## src/rtl/regwrite_sequencer_pkg.sv

```systemverilog
// Shared definitions for the writeback sequencer: RegData mux codes, FSM state
// encoding and the request-source routing rule.
package regwrite_sequencer_pkg;

  typedef enum logic [2:0] {
    ST_INIT,
    ST_IDLE,
    ST_WAIT_MEM,
    ST_WAIT_MD,
    ST_WAIT_SHIFT,
    ST_WRITE,
    ST_ERR
  } state_t;

  localparam logic [3:0] SEL_227   = 4'd0;
  localparam logic [3:0] SEL_MEM   = 4'd1;
  localparam logic [3:0] SEL_ALU   = 4'd2;
  localparam logic [3:0] SEL_HI    = 4'd3;
  localparam logic [3:0] SEL_LO    = 4'd4;
  localparam logic [3:0] SEL_SHIFT = 4'd5;
  localparam logic [3:0] SEL_HALF  = 4'd6;
  localparam logic [3:0] SEL_BYTE  = 4'd7;
  localparam logic [3:0] SEL_IMM   = 4'd8;

  localparam int CNT_W = 8;

  // Code 0 belongs to the INIT write only, so a request carrying it is an error.
  function automatic state_t route_src(input logic [3:0] src);
    case (src)
      SEL_ALU, SEL_IMM:            route_src = ST_WRITE;
      SEL_MEM, SEL_HALF, SEL_BYTE: route_src = ST_WAIT_MEM;
      SEL_HI, SEL_LO:              route_src = ST_WAIT_MD;
      SEL_SHIFT:                   route_src = ST_WAIT_SHIFT;
      default:                     route_src = ST_ERR;
    endcase
  endfunction

endpackage

```

## src/rtl/regwrite_sequencer_wb_wait_counter.sv

```systemverilog
// Loadable down-counter with zero flag; serves as the memory-latency count
// and as the watchdog for the HI/LO and shifter waits.
module regwrite_sequencer_wb_wait_counter #(
  parameter int WIDTH = 8
) (
  input  logic             clk,
  input  logic             reset,
  input  logic             load,
  input  logic             dec,
  input  logic [WIDTH-1:0] load_value,
  output logic             zero
);

  logic [WIDTH-1:0] count_reg;

  always_ff @(posedge clk) begin
    if (reset) begin
      count_reg <= '0;
    end else if (load) begin
      count_reg <= load_value;
    end else if (dec && (count_reg != '0)) begin
      count_reg <= count_reg - 1'b1;
    end
  end

  assign zero = (count_reg == '0);

endmodule

```

## src/rtl/regwrite_sequencer.sv

```systemverilog
// Register-file writeback sequencer: accepts one request at a time, waits for
// its source to become valid, then issues a single-cycle write (or an error).
module regwrite_sequencer
  import regwrite_sequencer_pkg::*;
#(
  parameter int MEM_LAT = 2,
  parameter int TIMEOUT = 64,
  parameter int SP_REG  = 29
) (
  input  logic       clk,
  input  logic       reset,
  input  logic       req_valid,
  output logic       req_ready,
  input  logic [3:0] req_src,
  input  logic [4:0] req_rd,
  input  logic       md_busy,
  input  logic       shift_done,
  output logic [3:0] regdata_sel,
  output logic [4:0] write_reg,
  output logic       reg_write,
  output logic       wb_done,
  output logic       wb_err
);

  localparam logic [CNT_W-1:0] MEM_LOAD  = CNT_W'(MEM_LAT - 1);
  localparam logic [CNT_W-1:0] WDOG_LOAD = CNT_W'(TIMEOUT - 1);
  localparam logic [4:0]       SP_ADDR   = 5'(SP_REG);

  state_t           state_reg, state_next;
  logic [4:0]       rd_reg, rd_next;
  logic             req_ready_reg, req_ready_next;
  logic             reg_write_reg, reg_write_next;
  logic             wb_done_reg, wb_done_next;
  logic             wb_err_reg, wb_err_next;
  logic [3:0]       regdata_sel_reg, regdata_sel_next;
  logic [4:0]       write_reg_reg, write_reg_next;
  logic             transfer;
  logic             cnt_load, cnt_dec, cnt_zero;
  logic [CNT_W-1:0] cnt_value;

  // req_ready is registered and only ever set on entry to IDLE.
  assign transfer = req_valid & req_ready_reg;
  assign rd_next  = transfer ? req_rd : rd_reg;

  regwrite_sequencer_wb_wait_counter #(
    .WIDTH(CNT_W)
  ) u_wait_counter (
    .clk       (clk),
    .reset     (reset),
    .load      (cnt_load),
    .dec       (cnt_dec),
    .load_value(cnt_value),
    .zero      (cnt_zero)
  );

  always_ff @(posedge clk) begin
    if (reset) begin
      state_reg       <= ST_INIT;
      rd_reg          <= '0;
      req_ready_reg   <= 1'b0;
      reg_write_reg   <= 1'b0;
      wb_done_reg     <= 1'b0;
      wb_err_reg      <= 1'b0;
      regdata_sel_reg <= '0;
      write_reg_reg   <= '0;
    end else begin
      state_reg       <= state_next;
      rd_reg          <= rd_next;
      req_ready_reg   <= req_ready_next;
      reg_write_reg   <= reg_write_next;
      wb_done_reg     <= wb_done_next;
      wb_err_reg      <= wb_err_next;
      regdata_sel_reg <= regdata_sel_next;
      write_reg_reg   <= write_reg_next;
    end
  end

  // Watchdog waits: the awaited condition is tested before the expiry, so it wins a tie.
  always_comb begin
    state_next = state_reg;
    cnt_load   = 1'b0;
    cnt_dec    = 1'b0;
    cnt_value  = '0;
    case (state_reg)
      ST_INIT: state_next = ST_IDLE;
      ST_IDLE: begin
        if (transfer) begin
          state_next = route_src(req_src);
          cnt_load   = 1'b1;
          cnt_value  = (state_next == ST_WAIT_MEM) ? MEM_LOAD : WDOG_LOAD;
        end
      end
      ST_WAIT_MEM: begin
        if (cnt_zero) state_next = ST_WRITE;
        else          cnt_dec    = 1'b1;
      end
      ST_WAIT_MD: begin
        if (!md_busy)      state_next = ST_WRITE;
        else if (cnt_zero) state_next = ST_ERR;
        else               cnt_dec    = 1'b1;
      end
      ST_WAIT_SHIFT: begin
        if (shift_done)    state_next = ST_WRITE;
        else if (cnt_zero) state_next = ST_ERR;
        else               cnt_dec    = 1'b1;
      end
      ST_WRITE: state_next = ST_IDLE;
      ST_ERR:   state_next = ST_IDLE;
      default:  state_next = ST_INIT;
    endcase
  end

  // Output registers are loaded with the values belonging to the state being entered.
  always_comb begin
    req_ready_next   = 1'b0;
    reg_write_next   = 1'b0;
    wb_done_next     = 1'b0;
    wb_err_next      = 1'b0;
    regdata_sel_next = regdata_sel_reg;
    write_reg_next   = write_reg_reg;
    if (state_reg == ST_INIT) begin
      reg_write_next   = 1'b1;
      regdata_sel_next = SEL_227;
      write_reg_next   = SP_ADDR;
    end else begin
      if (transfer) regdata_sel_next = req_src;
      case (state_next)
        ST_IDLE: req_ready_next = 1'b1;
        ST_WRITE: begin
          reg_write_next = (rd_next != 5'd0);
          wb_done_next   = 1'b1;
          write_reg_next = rd_next;
        end
        ST_ERR:  wb_err_next = 1'b1;
        default: ;
      endcase
    end
  end

  assign req_ready   = req_ready_reg;
  assign reg_write   = reg_write_reg;
  assign wb_done     = wb_done_reg;
  assign wb_err      = wb_err_reg;
  assign regdata_sel = regdata_sel_reg;
  assign write_reg   = write_reg_reg;

endmodule

```

## config.mk

```make
export PLATFORM = sky130hd
export DESIGN_NAME = regwrite_sequencer
export DESIGN_NICKNAME = d
export VERILOG_FILES = /design/src/rtl/regwrite_sequencer_pkg.sv /design/src/rtl/regwrite_sequencer_wb_wait_counter.sv /design/src/rtl/regwrite_sequencer.sv
export SDC_FILE = /design/constraint.sdc
export NUM_CORES = 1
export LEC_CHECK = 0
export ABC_AREA = 1
export ABC_CLOCK_PERIOD_IN_PS = 2860
export CAP_MARGIN = 20
export CORE_MARGIN = 2
export CORE_UTILIZATION = 55
export DETAILED_ROUTE_END_ITERATION = 6
export GPL_ROUTABILITY_DRIVEN = 0
export PLACE_DENSITY = 0.79
export SLEW_MARGIN = 20
export SYNTH_ARGS = -nofsm -noshare
export SYNTH_HDL_FRONTEND = slang
export SYNTH_SLANG_ARGS = --single-unit
```

## constraint.sdc

```tcl
create_clock -name clk -period 2.86 [get_ports clk]
set_input_delay 0.572 -clock clk [delete_from_list [all_inputs] [get_ports clk]]
set_output_delay 0.572 -clock clk [all_outputs]
set_load 0.1 [all_outputs]
```

==> impl_metrics.toml <==
[pwr]
switching_power_uw = 425.0
p_comb_share_pct = 31.6
switching_share_pct = 36.14
internal_power_uw = 750.9
finalPower_mw = 1.176
p_leak_nw = 0.8875
power_frac_seq_pct = 38.5
peakVddDrop_mv = 0.5479
p_per_area_nw_per_um2 = 637.2
pwr-share-clk_pct = 29.9

[logic_synthesis]
synthesis.nets = 234
yosysUniqueCellTypes = 31
syn_inst = 219
synth_seq_cells = 29
yosysSeqAreaShare_pct = 38.99
ys.warnings.count = 0
syn_area_per_cell_um2 = 6.799
syn-cell-area_um2 = 1489

[clocking]
cts_tree = "yes"
ctsHoldBuffers = 0
cts-root-buf = "clkbuf_4"
clock_latency_ns = 0.34
post_cts_buffers = 0
cts.sinks = 29
cts_resized = 0
clock_path_buffers = 2
clkTransAtPathRegs_ns = 0.09
htree_levels = 2
cts_inserted_buffers = 5

[setup_path]
endpoint_kind = "flop"
path_delay_family = "simple AND/OR/NAND/NOR gates"
arrival_ns = 2.23
reg2reg_depth = 13
path_buf_inv = 3
critPathMostFrequentCell = "nand2_1"
crit_slowest_cell = "clkdlybuf4s50_1"
crit_fanout = 8
required_ns = 3.10
crit_path_cell_trace = "clkdlybuf4s50_1 -> nand2_1 -> inv_1 -> nand3_2 -> inv_2 -> o21ai_1 -> nand3_2 -> nand3_4 -> nand2_1 -> nand2_1 -> nand2_1 -> nor2_1"
r2r_end = "write_reg[3]"
setup.worst_path.start_class = "primary input"
r2r-start = "u_wait_counter.count_reg[0]"
rrSetupSlack_ns = 0.96
critPathMaxStageDelay_ns = 0.46
critical_path_class = "in2reg"

[drt]
vias = 1494
drt_iter0_drc = 74
via_per_inst = 5.279
antenna_left = 0
first_pass_iters = 4
finalWirelength_um = 3364
drc = 0
drt-wirelength-per-cell_um = 11.89

[floorplanning]
start_util_pct = 59.03
die_h_um = 56.03
core-area_um2 = 2522
die-area_um2 = 3139
io_pins = 27
num_rows = 18
die_x_um = 56.03

[final_layout]
final_cell_mix = "nand2_1, nor2_1, inv_1, dfxtp_1, a21oi_1"
area_delta_synth_final_pct = 23.95
largest_reg_flops = 8
nNetsFinal = 267
diodes = 0
fill_cells = 202
drive_above_1_share_pct = 14.23
layout_commonest_cell = "nand2_1"

[global_routing]
grt_overflow = 0
grt_pass1_vias = 1352
track_usage_pct = 22.60
grt_start_max_net_pins = 15
grt_first_pass_wirelength_um = 5575
antenna_found_initial = 0

[sta]
fmax_mhz = 500.6
maxSlewHeadroom_pct = 73.84
finalSetupViolations = 0
rsz0062_at_grt = "no"
timing.final.crit_share_pct = 69.84
tightestPinTransition_ns = 0.3916
drv_slew = 0
hold_violations = 0
tns_ns = 0
min_period_ns = 1.997
fin_skew_ns = 0.005379

[min_path]
hp-start = "regdata_sel[3]"
min_path_cells = 2
hold_path_end = "regdata_sel[3]"
hold_path_class = "reg2reg"

[placed_design]
io_buffers = 26
hpwl_um = 2563

[run_status]
status = "finished clean"

[run]
cap_violations = 0
worst min-delay path, stage by stage (launching register included):
cell,delay (ns)
dfxtp_1,0.32
nand2_1,0.06
a21oi_1,0.05
power by group through the flow:
stage               clock network (mW)  logic [mW]  registers, mW
finish                           0.352       0.371          0.453
global route                     0.375       0.408          0.457
CTS                              0.356       0.369          0.452
detailed placement                   0       0.367          0.461
global placement                     0       0.363          0.460
floorplan                            0       0.183          0.556
synth_stat cells:
| cell type | count | area share [%] |
|---|---|---|
| nand2_1 | 53 | 13 |
| nor2_1 | 34 | 8.6 |
| inv_1 | 31 | 7.8 |
| dfxtp_1 | 29 | 39 |
| a21oi_1 | 17 | 5.7 |
| o21ai_0 | 11 | 3.7 |
| nand3_1 | 8 | 2.7 |
| nand4_1 | 4 | 1.7 |
| or2_2 | 3 | 1.3 |
| a31oi_1 | 2 | 0.84 |
| mux2i_1 | 2 | 1.3 |
| nand3_2 | 2 | 1.3 |
| nor2_4 | 2 | 1.5 |
| nor3_1 | 2 | 0.67 |
| nor4_1 | 2 | 0.84 |
| o21ai_1 | 2 | 0.67 |
| a211oi_2 | 1 | 0.84 |
| a21boi_0 | 1 | 0.50 |
| a21oi_2 | 1 | 0.59 |
| buf_2 | 1 | 0.34 |
| clkbuf_1 | 1 | 0.25 |
| ha_1 | 1 | 0.84 |
| inv_2 | 1 | 0.25 |
| nand2_2 | 1 | 0.42 |
| nand3_4 | 1 | 1.2 |
| nand3b_1 | 1 | 0.50 |
| nand4_4 | 1 | 1.4 |
| nor2_2 | 1 | 0.42 |
| nor3b_1 | 1 | 0.50 |
| o21a_1 | 1 | 0.50 |
| or2_0 | 1 | 0.42 |
per-layer routing:
layer | global-route usage (%) | wire length [µm]
met1 | 25.72 | 1436
met2 | 37.82 | 1711
met3 | 6.744 | 146
met4 | 11.90 | 70
met5 | 0 | 0
cell type report:
cell class | count | area, µm² | share of cell area (%)
Clock inverter | 1 | 30.03 | 1.627
Clock buffer | 7 | 55.05 | 2.983
Tap cell | 30 | 37.54 | 2.034
Timing Repair Buffer | 28 | 242.7 | 13.15
Inverter | 32 | 120.1 | 6.508
Multi-Input combinational cell | 156 | 779.5 | 42.24
Sequential cell | 29 | 580.6 | 31.46
kinds of logic after synthesis:
group | synth area share (%)
DFF | 38.99
adders and majority gates | 0.8402
buffers and inverters | 8.655
AOI/OAI and AO/OA | 13.36
muxes | 1.345
and+or+nand+nor | 36.81
how the worst max path moves through the flow:
stage          startpoint           end  depth (start not counted)
5_1_grt         req_valid  write_reg[3]                         12
2_1_floorplan   req_ready  write_reg[2]                         11
6_report        req_valid  write_reg[3]                         12
4_1_cts         req_valid  write_reg[3]                         12
3_5_place_dp    req_valid  write_reg[3]                         12
3_3_place_gp   req_src[2]  write_reg[3]                         13
through the flow:
stage	instance area [µm²]	setup WS, ns	cells	hold slack (ns)	util (%)
finish	1846	0.8626	283	0.4711	73.16
global route	1846	0.6887	283	0.4887	73.16
CTS	1846	0.8748	283	0.4769	73.16
detailed placement	1760	0.5415	275	0.4632	69.79
global placement	1760	0.5989	275	0.4504	69.79
floorplan	1489	0.7306	219	0.4475	-
Power figures use the tool's default switching activity.
